===== src/rtl/tiny_riscv_pkg.sv =====
// Shared RV32I load/store definitions: funct3 width codes, LSU state encoding, request decode helpers.
package tiny_riscv_pkg;

  localparam logic [2:0] F3_B  = 3'b000;
  localparam logic [2:0] F3_H  = 3'b001;
  localparam logic [2:0] F3_W  = 3'b010;
  localparam logic [2:0] F3_BU = 3'b100;
  localparam logic [2:0] F3_HU = 3'b101;

  typedef enum logic [1:0] {
    ST_IDLE     = 2'd0,
    ST_LD_ISSUE = 2'd1,
    ST_LD_WAIT  = 2'd2,
    ST_ST_ISSUE = 2'd3
  } lsu_state_e;

  function automatic logic f3_supported(input logic we, input logic [2:0] f3);
    if (we) return (f3 == F3_B) || (f3 == F3_H) || (f3 == F3_W);
    return (f3 == F3_B) || (f3 == F3_H) || (f3 == F3_W) || (f3 == F3_BU) || (f3 == F3_HU);
  endfunction

  // Halfwords keep only addr[1], words always start at lane 0.
  function automatic logic [1:0] eff_offset(input logic [2:0] f3, input logic [1:0] lo);
    case (f3[1:0])
      2'b01:   return {lo[1], 1'b0};
      2'b10:   return 2'b00;
      default: return lo;
    endcase
  endfunction

  function automatic logic is_misaligned(input logic [2:0] f3, input logic [1:0] lo);
    return ((f3[1:0] == 2'b01) && lo[0]) || ((f3 == F3_W) && (lo != 2'b00));
  endfunction

endpackage


===== src/rtl/tiny_riscv_lsu_if.sv =====
// CPU request/response and data-memory bus of the LSU; slave = LSU view, master = CPU + memory view.
interface tiny_riscv_lsu_if #(
  parameter int ADDR_WIDTH = 32
);
  logic                  i_req;
  logic                  i_we;
  logic [2:0]            i_funct3;
  logic [ADDR_WIDTH-1:0] i_addr;
  logic [31:0]           i_wdata;
  logic                  o_ready;
  logic                  o_done;
  logic                  o_fault;
  logic [31:0]           o_rdata;
  logic [ADDR_WIDTH-1:0] o_mem_addr;
  logic                  o_read_strobe;
  logic [31:0]           o_mem_write_data;
  logic [3:0]            o_mem_write_mask;
  logic [31:0]           i_mem_data;

  modport slave (
    input  i_req, i_we, i_funct3, i_addr, i_wdata, i_mem_data,
    output o_ready, o_done, o_fault, o_rdata, o_mem_addr, o_read_strobe,
           o_mem_write_data, o_mem_write_mask
  );

  modport master (
    output i_req, i_we, i_funct3, i_addr, i_wdata, i_mem_data,
    input  o_ready, o_done, o_fault, o_rdata, o_mem_addr, o_read_strobe,
           o_mem_write_data, o_mem_write_mask
  );
endinterface


===== src/rtl/tiny_riscv_lsu_align.sv =====
// Byte-lane steering: store mask/replicated data, load extract with sign/zero extension.
// Latency: combinational; backpressure: none.
module tiny_riscv_lsu_align
  import tiny_riscv_pkg::*;
(
  input  logic [2:0]  st_funct3,
  input  logic [1:0]  st_off,
  input  logic [31:0] st_wdata,
  output logic [3:0]  st_mask,
  output logic [31:0] st_data,
  input  logic [2:0]  ld_funct3,
  input  logic [1:0]  ld_off,
  input  logic [31:0] ld_word,
  output logic [31:0] ld_data
);

  logic [7:0]  ld_byte;
  logic [15:0] ld_half;

  always_comb begin
    st_mask = 4'b0000;
    st_data = st_wdata;
    case (st_funct3)
      F3_B: begin
        st_mask = 4'b0001 << st_off;
        st_data = {4{st_wdata[7:0]}};
      end
      F3_H: begin
        st_mask = 4'b0011 << {st_off[1], 1'b0};
        st_data = {2{st_wdata[15:0]}};
      end
      F3_W:    st_mask = 4'b1111;
      default: st_mask = 4'b0000;
    endcase
  end

  always_comb begin
    ld_byte = ld_word[{ld_off, 3'b000} +: 8];
    ld_half = ld_word[{ld_off[1], 4'b0000} +: 16];
    case (ld_funct3)
      F3_B:    ld_data = {{24{ld_byte[7]}}, ld_byte};
      F3_BU:   ld_data = {24'b0, ld_byte};
      F3_H:    ld_data = {{16{ld_half[15]}}, ld_half};
      F3_HU:   ld_data = {16'b0, ld_half};
      default: ld_data = ld_word;
    endcase
  end

endmodule


===== src/rtl/tiny_riscv_lsu.sv =====
// RV32I load/store unit to a 1-cycle synchronous word memory; TINY_RISCV_LSU_MISALIGN_TRAP_EN faults misaligned H/W.
// Latency: load done 2 edges, store 1 edge, fault 0 edges after accept; backpressure: o_ready low while busy.
module tiny_riscv_lsu
  import tiny_riscv_pkg::*;
#(
  parameter int ADDR_WIDTH = 32,
  parameter int MEM_BYTES  = 6144
) (
  input  logic             i_Clk,
  input  logic             i_Rst_L,
  tiny_riscv_lsu_if.slave  bus
);

  localparam logic [ADDR_WIDTH-1:0] MEM_LIMIT = ADDR_WIDTH'(MEM_BYTES);

  lsu_state_e            state_q, state_d;
  logic                  done_q, done_d;
  logic                  fault_q, fault_d;
  logic [31:0]           rdata_q, rdata_d;
  logic [ADDR_WIDTH-1:0] mem_addr_q, mem_addr_d;
  logic                  rstb_q, rstb_d;
  logic [31:0]           wdata_q, wdata_d;
  logic [3:0]            mask_q, mask_d;
  logic [2:0]            f3_q, f3_d;
  logic [1:0]            off_q, off_d;

  logic [1:0]  req_off;
  logic        req_fault;
  logic [3:0]  st_mask;
  logic [31:0] st_data;
  logic [31:0] ld_data;

  always_comb begin
    req_off   = eff_offset(bus.i_funct3, bus.i_addr[1:0]);
    req_fault = !f3_supported(bus.i_we, bus.i_funct3) || (bus.i_addr >= MEM_LIMIT);
`ifdef TINY_RISCV_LSU_MISALIGN_TRAP_EN
    req_fault = req_fault || is_misaligned(bus.i_funct3, bus.i_addr[1:0]);
`endif
  end

  // Store lanes come from the live request; load extraction uses the latched request.
  tiny_riscv_lsu_align u_align (
    .st_funct3 (bus.i_funct3),
    .st_off    (req_off),
    .st_wdata  (bus.i_wdata),
    .st_mask   (st_mask),
    .st_data   (st_data),
    .ld_funct3 (f3_q),
    .ld_off    (off_q),
    .ld_word   (bus.i_mem_data),
    .ld_data   (ld_data)
  );

  always_comb begin
    state_d    = state_q;
    done_d     = 1'b0;
    fault_d    = 1'b0;
    rdata_d    = rdata_q;
    mem_addr_d = mem_addr_q;
    rstb_d     = 1'b0;
    wdata_d    = wdata_q;
    mask_d     = 4'b0000;
    f3_d       = f3_q;
    off_d      = off_q;
    case (state_q)
      ST_IDLE: begin
        if (bus.i_req) begin
          if (req_fault) begin
            done_d  = 1'b1;
            fault_d = 1'b1;
          end else begin
            mem_addr_d = {bus.i_addr[ADDR_WIDTH-1:2], 2'b00};
            f3_d       = bus.i_funct3;
            off_d      = req_off;
            if (bus.i_we) begin
              mask_d  = st_mask;
              wdata_d = st_data;
              state_d = ST_ST_ISSUE;
            end else begin
              rstb_d  = 1'b1;
              state_d = ST_LD_ISSUE;
            end
          end
        end
      end
      ST_LD_ISSUE: state_d = ST_LD_WAIT;
      ST_LD_WAIT: begin
        rdata_d = ld_data;
        done_d  = 1'b1;
        state_d = ST_IDLE;
      end
      ST_ST_ISSUE: begin
        done_d  = 1'b1;
        state_d = ST_IDLE;
      end
      default: state_d = ST_IDLE;
    endcase
  end

  always_ff @(posedge i_Clk or negedge i_Rst_L) begin
    if (!i_Rst_L) begin
      state_q    <= ST_IDLE;
      done_q     <= 1'b0;
      fault_q    <= 1'b0;
      rdata_q    <= '0;
      mem_addr_q <= '0;
      rstb_q     <= 1'b0;
      wdata_q    <= '0;
      mask_q     <= '0;
      f3_q       <= '0;
      off_q      <= '0;
    end else begin
      state_q    <= state_d;
      done_q     <= done_d;
      fault_q    <= fault_d;
      rdata_q    <= rdata_d;
      mem_addr_q <= mem_addr_d;
      rstb_q     <= rstb_d;
      wdata_q    <= wdata_d;
      mask_q     <= mask_d;
      f3_q       <= f3_d;
      off_q      <= off_d;
    end
  end

  assign bus.o_ready          = (state_q == ST_IDLE);
  assign bus.o_done           = done_q;
  assign bus.o_fault          = fault_q;
  assign bus.o_rdata          = rdata_q;
  assign bus.o_mem_addr       = mem_addr_q;
  assign bus.o_read_strobe    = rstb_q;
  assign bus.o_mem_write_data = wdata_q;
  assign bus.o_mem_write_mask = mask_q;

endmodule


===== src/flat_wrapper.sv =====
// flat-port wrapper written by rule: the top's interface ports become plain ports
module tiny_riscv_lsu_flat import tiny_riscv_pkg::*;
#(
  parameter int ADDR_WIDTH = 32,
  parameter int MEM_BYTES  = 6144
)
  (i_Clk, i_Rst_L, bus_i_req, bus_i_we, bus_i_funct3, bus_i_addr, bus_i_wdata, bus_i_mem_data, bus_o_ready, bus_o_done, bus_o_fault, bus_o_rdata, bus_o_mem_addr, bus_o_read_strobe, bus_o_mem_write_data, bus_o_mem_write_mask);
  tiny_riscv_lsu_if #(.ADDR_WIDTH(ADDR_WIDTH)) bus_i ();
  input  logic i_Clk;
  input  logic i_Rst_L;
  input wire logic [$bits(bus_i.i_req)-1:0] bus_i_req;
  input wire logic [$bits(bus_i.i_we)-1:0] bus_i_we;
  input wire logic [$bits(bus_i.i_funct3)-1:0] bus_i_funct3;
  input wire logic [$bits(bus_i.i_addr)-1:0] bus_i_addr;
  input wire logic [$bits(bus_i.i_wdata)-1:0] bus_i_wdata;
  input wire logic [$bits(bus_i.i_mem_data)-1:0] bus_i_mem_data;
  output wire logic [$bits(bus_i.o_ready)-1:0] bus_o_ready;
  output wire logic [$bits(bus_i.o_done)-1:0] bus_o_done;
  output wire logic [$bits(bus_i.o_fault)-1:0] bus_o_fault;
  output wire logic [$bits(bus_i.o_rdata)-1:0] bus_o_rdata;
  output wire logic [$bits(bus_i.o_mem_addr)-1:0] bus_o_mem_addr;
  output wire logic [$bits(bus_i.o_read_strobe)-1:0] bus_o_read_strobe;
  output wire logic [$bits(bus_i.o_mem_write_data)-1:0] bus_o_mem_write_data;
  output wire logic [$bits(bus_i.o_mem_write_mask)-1:0] bus_o_mem_write_mask;
  assign bus_i.i_req = bus_i_req;
  assign bus_i.i_we = bus_i_we;
  assign bus_i.i_funct3 = bus_i_funct3;
  assign bus_i.i_addr = bus_i_addr;
  assign bus_i.i_wdata = bus_i_wdata;
  assign bus_i.i_mem_data = bus_i_mem_data;
  assign bus_o_ready = bus_i.o_ready;
  assign bus_o_done = bus_i.o_done;
  assign bus_o_fault = bus_i.o_fault;
  assign bus_o_rdata = bus_i.o_rdata;
  assign bus_o_mem_addr = bus_i.o_mem_addr;
  assign bus_o_read_strobe = bus_i.o_read_strobe;
  assign bus_o_mem_write_data = bus_i.o_mem_write_data;
  assign bus_o_mem_write_mask = bus_i.o_mem_write_mask;
  tiny_riscv_lsu #(.ADDR_WIDTH(ADDR_WIDTH), .MEM_BYTES(MEM_BYTES)) u_core (.i_Clk(i_Clk), .i_Rst_L(i_Rst_L), .bus(bus_i));
endmodule

===== config.mk =====
export PLATFORM = sky130hd
export DESIGN_NAME = tiny_riscv_lsu_flat
export DESIGN_NICKNAME = d
export VERILOG_FILES = /design/src/rtl/tiny_riscv_pkg.sv /design/src/rtl/tiny_riscv_lsu_if.sv /design/src/rtl/tiny_riscv_lsu_align.sv /design/src/rtl/tiny_riscv_lsu.sv /design/src/flat_wrapper.sv
export SDC_FILE = /design/constraint.sdc
export NUM_CORES = 1
export LEC_CHECK = 0
export CAP_MARGIN = 20
export CELL_PAD_IN_SITES_DETAIL_PLACEMENT = 0
export CELL_PAD_IN_SITES_GLOBAL_PLACEMENT = 1
export CORE_UTILIZATION = 33
export CTS_CLUSTER_SIZE = 8
export DETAILED_ROUTE_END_ITERATION = 8
export PLACE_DENSITY_LB_ADDON = 0.2
export SLEW_MARGIN = 30
export SYNTH_ARGS = -nofsm -noshare
export SYNTH_HDL_FRONTEND = slang
export SYNTH_SLANG_ARGS = --single-unit
export TNS_END_PERCENT = 1

===== constraint.sdc =====
create_clock -name i_Clk -period 2.4 [get_ports i_Clk]
set_clock_uncertainty 0.05 [all_clocks]
set_input_delay 0.48 -clock i_Clk [delete_from_list [all_inputs] [get_ports i_Clk]]
set_output_delay 0.48 -clock i_Clk [all_outputs]
set_load 0.01 [all_outputs]

# Yosys cells after proc, flatten, opt, wreduce, memory -nomap -nowiden
# Index checks and enable logic that the tools add are counted.
# Widths: inputs -> output; s select.
# totals
ff_bits,108
input_bits,103
wordCells,66
# classes
n_lt_le_gt_ge,1
eq_ne,14
shift,4
n_mux,23
bitwise_logic,1
n_reduce_logical,13
# ops
cell,n
$pmux 32 s4,1
$pmux 32 s2,1
$ge 32x13->1 const B,1
$shiftx 32x6->16,1
$shiftx 32x6->8,1
$mux 4,4
$eq 3x3->1 const B,4
$pmux 4 s3,1
$mux 1,10
$eq 2x2->1 const B,3
$eq 3x1->1 const B,2
$logic_not 3->1,2
$mux 2,3
$pmux 2 s3,1
$logic_or 1x1->1,5
$eq 2x1->1 const B,2
$ne 2x2->1 const B,2
$pmux 2 s2,1
$reduce_and 4->1,1
$shl 1x2->4 const A,1
$shl 2x2->4 const A,1
$eq 3x2->1 const B,1
$reduce_and 3->1,1
$logic_not 2->1,1
5 further kinds,5

# Depth between registers and ports, before layout
# Gate-level depths: netlist of run 1.
# depth
word_depth,11
mapped_depth,7

# Cells and area by module
# From an unflattened synthesis of run 1, not the netlist that was laid out.
# unflattened
hier_cells,432
hier_area_um2,5246.3
# by_module_without_submodules
module,n_inst,cells_per_inst,area_each_um2,seq_area_each_um2
tiny_riscv_lsu,1,255,4060.1,2702.6
tiny_riscv_lsu_align,1,177,1186.1,0.0

# Least setup slack after synthesis of run 1
# Ideal clock, no wire load.
# synth_timing
kind,in2reg
start,in bus_i_addr[30]
end,"reg u_core.wdata_q[0], in the netlist u_core.bus.o_mem_write_data[0]"
setup_time_ns,0.125
t_arrival_ns,1.939
required_ns,2.225
setup_slack_ns,0.286
stages,6
cell_sequence,or4_4 > a21oi_4 > o2111a_1 > buf_6 > buf_12 > mux2_4
# synth_via
elab_chain_len,4
# synth_lines
item,line_no,source
"start, declared",flat_wrapper.sv:14,input wire logic [$bits(bus_i.i_addr)-1:0] bus_i_addr;
$ge 32x13->1,tiny_riscv_lsu.sv:35,"req_fault = !f3_supported(bus.i_we, bus.i_funct3) || (bus.i_addr >= MEM_LIMIT);"
$logic_or 1x1->1,tiny_riscv_lsu.sv:35,
$not 1->1 (no line),--,
$reduce_and 4->1 (no line),--,
"end signal, assigned",tiny_riscv_lsu.sv:119,wdata_q <= wdata_d;
"end, declared",tiny_riscv_lsu.sv:22,"logic [31:0] wdata_q, wdata_d;"
# Every way passes these cells.
# A chain may end at the register's enable or synchronous reset.

# Worst setup path in the final report of run 1
# layout_timing
start,in bus_i_req
end,"reg u_core.wdata_q[28], in the netlist u_core.bus.o_mem_write_data[28]"
# layout_via
elab_chain_len,1
# layout_lines
item,line_no,source
"start, declared",flat_wrapper.sv:11,input wire logic [$bits(bus_i.i_req)-1:0] bus_i_req;
$reduce_and 4->1 (no line),--,
# Every way passes these cells.

==> results of run 1 <==
worst reg2reg max path, cell delays in order (launching register included):
cell and delay [ns]:
dfrtp_1 0.45, or3b_1 0.44, nor3b_2 0.21, o2111a_2 0.29, buf_12 0.21, mux2_2 0.36
area by class of cell:
type                            instances  area (um^2)
Multi-Input combinational cell        295         2190
Sequential cell                       108         2700
Clock buffer                           10          229
Tap cell                              188          235
Timing Repair Buffer                  231         2290
Fill cell                            1396         7460
Inverter                               11         41.3
Clock inverter                          6         51.3
kinds of logic after synthesis:
group | after synthesis
AOI/OAI and AO/OA | 86
adders and majority gates | 3
buffers and inverters | 42
DFF | 108
muxes | 62
other | 1
and+or+nand+nor | 142
registers in the layout (all words and copies together) (netlist names):
| name | flops |
|---|---|
| u_core.bus.o_mem_write_data | 32 |
| u_core.bus.o_rdata | 32 |
| u_core.bus.o_mem_addr | 30 |
| u_core.bus.o_mem_write_mask | 4 |
| u_core.f3_q | 3 |
| u_core.off_q | 2 |
| u_core.state_q | 2 |
| u_core.bus.o_done | 1 |
| u_core.bus.o_fault | 1 |
| u_core.bus.o_read_strobe | 1 |
layer usage:
metal / routed length, um / up-vias / global-route usage (%) / part of all wire (%)
met5: 0 / - / 0 / 0
met2: 7090 / 158 / 32.1 / 47
met4: 178 / 0 / 6.65 / 1.2
met1: 6750 / 2040 / 25.9 / 45
li1: - / 1994 / - / -
met3: 927 / 10 / 3.96 / 6.2
per-stage QoR:
stage / TNS (ns) / setup slack, ns / util [%] / total power, mW / std cells
finish: 0 / 0.166 / 50.9 / 3.65 / 849
global route: 0 / 0.0670 / 50.9 / 3.81 / 849
CTS: 0 / 0.167 / 50.9 / 3.71 / 849
detailed placement: -8.44 / -0.212 / 49.1 / 2.23 / 833
global placement: -7.11 / -0.186 / 49.1 / 2.23 / 833
floorplan: 0 / 0.286 / - / 1.96 / 445
worst max path at each step:
| stage | from | to | slack (ns) |
|---|---|---|---|
| finish | bus_i_req | u_core.bus.o_mem_write_data[28] | 0.17 |
| global route | bus_i_funct3[1] | u_core.bus.o_mem_write_data[18] | 0.07 |
| CTS | bus_i_addr[30] | u_core.bus.o_mem_write_data[28] | 0.17 |
| detailed placement | bus_i_addr[30] | u_core.bus.o_mem_write_data[28] | -0.21 |
| global placement | bus_i_addr[30] | u_core.bus.o_mem_write_data[28] | -0.19 |
| floorplan | bus_i_addr[30] | u_core.bus.o_mem_write_data[0] | 0.29 |
placed cells by master (no fill, tap or decap), types with 16 or more instances in the layout:
cell,n
dfrtp_1,108
nand2_1,40
a22o_1,16
buf_4,24
mux2_2,18
and2_1,20
mux2_4,29
o21ai_0,25
nand3_1,33
clkdlybuf4s50_1,203
power breakdown:
| part | leakage, nW | switching [mW] | internal, mW |
|---|---|---|---|
| clock network | 0.134 | 0.729 | 0.723 |
| logic | 2.00 | 0.155 | 0.220 |
| registers | 1.37 | 0.000415 | 1.82 |
==> impl_metrics.env, run 1 <==
export IMPL_synthAdderAreaFrac_pct=0.732
export IMPL_syn_area_mm2=0.00513
export IMPL_p_leak_nw=3.51
export IMPL_async_flop_share_pct=100
export IMPL_holdWs_ns=0.0930
export IMPL_setup_viol=0
export IMPL_max_slew_margin_pct=54.0
export IMPL_crit_slowest_cell="clkdlybuf4s50_1"
export IMPL_status="completed"
export IMPL_avgRoutedWirePerCell_um=17.6
export IMPL_min_period_ns=2.23
export IMPL_die_area_mm2=0.0160
export IMPL_cpPeakStageDelay_ns=0.47
export IMPL_cp_arrival_ns=2.42
export IMPL_drv_cap=0
export IMPL_clk_latency_ns=0.35
export IMPL_first_pass_iters=4
export IMPL_final_antenna_net_count=0
export IMPL_die_w_um=127
export IMPL_crit_chain="clkdlybuf4s50_1, or3b_1, nor3b_2, o2111a_2, buf_12, mux2_2"
export IMPL_syn_area_per_cell_um2=11.5
export IMPL_ys_seq_area_share_pct=52.7
export IMPL_grt_overflow=0
export IMPL_synth_top_family_by_area="multiplexers"
export IMPL_reg2reg_to="u_core.bus.o_mem_write_data[28]"
export IMPL_synth_area_leader_cell="dfrtp_1"
export IMPL_cts_tree="done"
export IMPL_worstSetupPathType="in2reg"
export IMPL_place_port_buffers=204
export IMPL_cts_max_level=3
export IMPL_vias=4202
export IMPL_hold_viol=0
export IMPL_cp_start_kind="input pin"
export IMPL_die_h_um=127
export IMPL_cts_root_buf="clkbuf_16"
export IMPL_worst_r2r_cell_count=5
export IMPL_synthXorXnorAreaFrac_pct=0
export IMPL_worst_pin_slew_ns=0.687
export IMPL_rows=45
export IMPL_yosys_area_share_simple_pct=14.3
export IMPL_synth_edf_count=0
export IMPL_synth_compound_area_share_pct=11.7
export IMPL_nets=762
export IMPL_path_depth=6
export IMPL_stdcell_area_mm2=0.00774
export IMPL_drt_iter0_markers=191
export IMPL_layout_drive_gt1_share_pct=15.3
export IMPL_routed_via_density=4.95
export IMPL_synth_cell_types=55
export IMPL_synth_flop_cell="dfrtp_1"
export IMPL_core_area_mm2=0.0152
export IMPL_synth_area_leaders="dfrtp_1, mux2_4, mux2_2"
export IMPL_yosys_cell_count_top_type="dfrtp_1"
export IMPL_vdd_ir_drop_max_mv=0.318
export IMPL_synth_warnings=0
export IMPL_ctsResizeCount=0
export IMPL_hold_path_class="in2async"
export IMPL_crit_buf_inv=2
export IMPL_critPathTopFamily="buffers and inverters"
export IMPL_r2r_start="u_core.state_q[0]"
export IMPL_grt_start_max_net_pins=42
export IMPL_ctsHoldBuffers=0
export IMPL_hpwl_um=11100
export IMPL_end_kind="flip-flop"
export IMPL_antenna_found_initial=0
export IMPL_drc_errors=0
export IMPL_synth_seq_cells=108
export IMPL_cts_buffers=9
export IMPL_placed_area_mm2=0.00746
export IMPL_grt_pass1_vias=4485
export IMPL_syn_to_final_growth_pct=51.0
export IMPL_powerDensity_mw_per_mm2=471
export IMPL_grt_pass1_wl_um=24100
export IMPL_timing_final_crit_share_pct=93.1
export IMPL_clkTransAtPathRegs_ns=0.08
export IMPL_track_usage_pct=19.6
export IMPL_synth_top_area_share_pct=52.7
export IMPL_place_gp_congestion=0.807
export IMPL_cts_setup_buffers=0
export IMPL_cts_sinks=108
export IMPL_slew_viol_final=0
export IMPL_wirelength_um=15000
export IMPL_critPathRequiredTime_ns=2.58
export IMPL_antenna_cells=0
export IMPL_ff2ff_setup_slack_ns=0.29
export IMPL_rsz0062_at_grt="no"
export IMPL_io_pins=207
export IMPL_synthCells=444
export IMPL_max_freq_ghz=0.448
export IMPL_worstPathMaxFanout=20
export IMPL_start_util_pct=33.7
export IMPL_synth_commonest_cells="dfrtp_1, nand2_1, nand3_1"
export IMPL_clk_path_buf_depth=2
export IMPL_synthMuxAreaShare_pct=15.8
No activity file was read; power rests on OpenSTA's default activity.
==> inputs of run 2 (changes only) <==
--- a/config.mk
+++ b/config.mk
@@ -5,10 +5,11 @@
 export SDC_FILE = /design/constraint.sdc
 export NUM_CORES = 1
 export LEC_CHECK = 0
+export ABC_CLOCK_PERIOD_IN_PS = 2600
 export CAP_MARGIN = 20
 export CELL_PAD_IN_SITES_DETAIL_PLACEMENT = 0
 export CELL_PAD_IN_SITES_GLOBAL_PLACEMENT = 1
-export CORE_UTILIZATION = 33
+export CORE_UTILIZATION = 36
 export CTS_CLUSTER_SIZE = 8
 export DETAILED_ROUTE_END_ITERATION = 8
 export PLACE_DENSITY_LB_ADDON = 0.2
==> constraint.sdc (replaced) <==
create_clock -name i_Clk -period 2.6 [get_ports i_Clk]
set_clock_uncertainty 0.05 [all_clocks]
set_input_delay 0.52 -clock i_Clk [delete_from_list [all_inputs] [get_ports i_Clk]]
set_output_delay 0.52 -clock i_Clk [all_outputs]
set_load 0.01 [all_outputs]
==> run 2 against run 1 <==
Against the previous run:
- utilization up 4.7 points
- sequential power down 8%
- sequential share of layout area up 0.090 points
- setup slack better by 0.15 ns
- critical endpoint unchanged
- largest cell class unchanged
- highest routed layer unchanged
==> impl_metrics.env, run 2 (same netlist as run 1, synthesis figures left out) <==
export IMPL_multiInputGateArea_mm2=0.00219
export IMPL_critPathTopFamily="buffers and inverters"
export IMPL_final_cell_mix="clkdlybuf4s50_1, dfrtp_1, nand2_1, nand3_1, mux2_4"
export IMPL_clk_latency_ns=0.35
export IMPL_cts_sinks=108
export IMPL_antenna_found_initial=0
export IMPL_timing_final_crit_share_pct=87.7
export IMPL_first_pass_iters=4
export IMPL_dp_cells=822
export IMPL_syn_to_final_growth_pct=50.6
export IMPL_placed_area_mm2=0.00744
export IMPL_total_power_mw=3.35
export IMPL_ctsHoldBuffers=0
export IMPL_start_util_pct=36.9
export IMPL_cts_tree="done"
export IMPL_rsz0062_at_grt="no"
export IMPL_io_pins=207
export IMPL_pre_cts_ws_ns=-0.0423
export IMPL_rows=43
export IMPL_setup_viol=0
export IMPL_cts_buffers=9
export IMPL_hold_path_class="in2async"
export IMPL_place_port_buffers=204
export IMPL_reg2reg_to="u_core.bus.o_mem_write_data[28]"
export IMPL_stdcell_count=838
export IMPL_drt_iter0_markers=167
export IMPL_slew_viol_final=0
export IMPL_grt_pass1_vias=4270
export IMPL_worst_slack_ns=0.320
export IMPL_clkTransAtPathRegs_ns=0.07
export IMPL_max_slew_margin_pct=51.4
export IMPL_hpwl_um=10600
export IMPL_crit_chain="clkdlybuf4s50_1, or3b_1, nor3b_2, o2111a_2, buf_12, mux2_2"
export IMPL_p_leak_nw=3.49
export IMPL_max_freq_ghz=0.439
export IMPL_holdWs_ns=0.102
export IMPL_stdcell_area_mm2=0.00772
export IMPL_crit_buf_inv=2
export IMPL_cts_max_level=3
export IMPL_worst_r2r_cell_count=5
export IMPL_powerDensity_mw_per_mm2=434
export IMPL_crit_slowest_cell="clkdlybuf4s50_1"
export IMPL_fin_util_pct=55.6
export IMPL_status="completed"
export IMPL_avgRoutedWirePerCell_um=17.1
export IMPL_critPathRequiredTime_ns=2.79
export IMPL_final_common_cell="clkdlybuf4s50_1"
export IMPL_track_usage_pct=19.9
export IMPL_worstSetupPathType="in2reg"
export IMPL_setup_tns_ns=0
export IMPL_worst_pin_slew_ns=0.727
export IMPL_die_h_um=121
export IMPL_grt_overflow=0
export IMPL_layout_drive_gt1_share_pct=15.0
export IMPL_cp_start_kind="input pin"
export IMPL_fillers=1237
export IMPL_wirelength_um=14300
export IMPL_worstPathMaxFanout=15
export IMPL_cp_arrival_ns=2.47
export IMPL_cts_setup_buffers=0
export IMPL_antenna_cells=0
export IMPL_die_w_um=121
export IMPL_routed_via_density=4.97
export IMPL_clk_path_buf_depth=2
export IMPL_core_area_mm2=0.0139
export IMPL_vdd_ir_drop_max_mv=0.390
export IMPL_cpPeakStageDelay_ns=0.48
export IMPL_ff2ff_setup_slack_ns=0.52
export IMPL_drc_errors=0
export IMPL_vias=4168
export IMPL_seq_area_mm2=0.00270
export IMPL_min_period_ns=2.28
export IMPL_grt_start_max_net_pins=40
export IMPL_place_gp_congestion=0.783
export IMPL_r2r_start="u_core.state_q[0]"
export IMPL_grt_pass1_wl_um=22300
export IMPL_ctsResizeCount=0
export IMPL_hold_viol=0
export IMPL_drv_cap=0
export IMPL_nets=759
export IMPL_die_area_mm2=0.0147
export IMPL_cts_root_buf="clkbuf_16"
export IMPL_end_kind="flip-flop"
export IMPL_final_antenna_net_count=0
[run 2: cell count changes in the layout (fill, tap and decap cells not counted), sizes merged]
| cell | change |
|---|---|
| clkinvlp | +1 |
| clkbuf | -1 |
| buf | -3 |
[run 2: worst max path at each step]
stage	endpoint	depth (start not counted)	slack, ns	from
floorplan	u_core.bus.o_mem_write_data[0]	6	0.45	bus_i_addr[30]
global placement	u_core.bus.o_mem_write_data[28]	6	-0.03	bus_i_addr[30]
detailed placement	u_core.bus.o_mem_write_data[28]	6	-0.04	bus_i_req
CTS	u_core.bus.o_mem_write_data[28]	6	0.33	bus_i_req
global route	u_core.bus.o_mem_write_data[28]	6	0.26	bus_i_req
finish	u_core.bus.o_mem_write_data[28]	6	0.32	bus_i_req
[run 2: routing by layer]
layer | wire, um | track usage (%)
met3 | 927 | 4.32
met2 | 6660 | 31.4
met4 | 249 | 7.48
met1 | 6450 | 26.5
met5 | 0 | 0
[run 2: area by class of cell]
cell class / instances / area share [%]
multi-input cells: 295 / 28.4
well taps: 180 / 2.92
clock inverters: 7 / 0.713
repair buffers: 228 / 29.5
flip-flops and latches: 108 / 35.0
clock buffers: 9 / 2.92
inverters: 11 / 0.535
[run 2: report_power, final]
part | switching [mW] | total [mW] | internal, mW
Sequential | 0.000411 | 1.68 | 1.68
Clock | 0.668 | 1.33 | 0.663
Combinational | 0.139 | 0.339 | 0.200
Total | 0.807 | 3.35 | 2.54
==> inputs of run 3 (changes only) <==
--- a/config.mk
+++ b/config.mk
@@ -12,6 +12,7 @@
 export CORE_UTILIZATION = 36
 export CTS_CLUSTER_SIZE = 8
 export DETAILED_ROUTE_END_ITERATION = 8
+export HOLD_SLACK_MARGIN = 0.06
 export PLACE_DENSITY_LB_ADDON = 0.2
 export SLEW_MARGIN = 30
 export SYNTH_ARGS = -nofsm -noshare
==> results of run 3 <==
Final layout, timing and power as in run 2 (identical DEF).
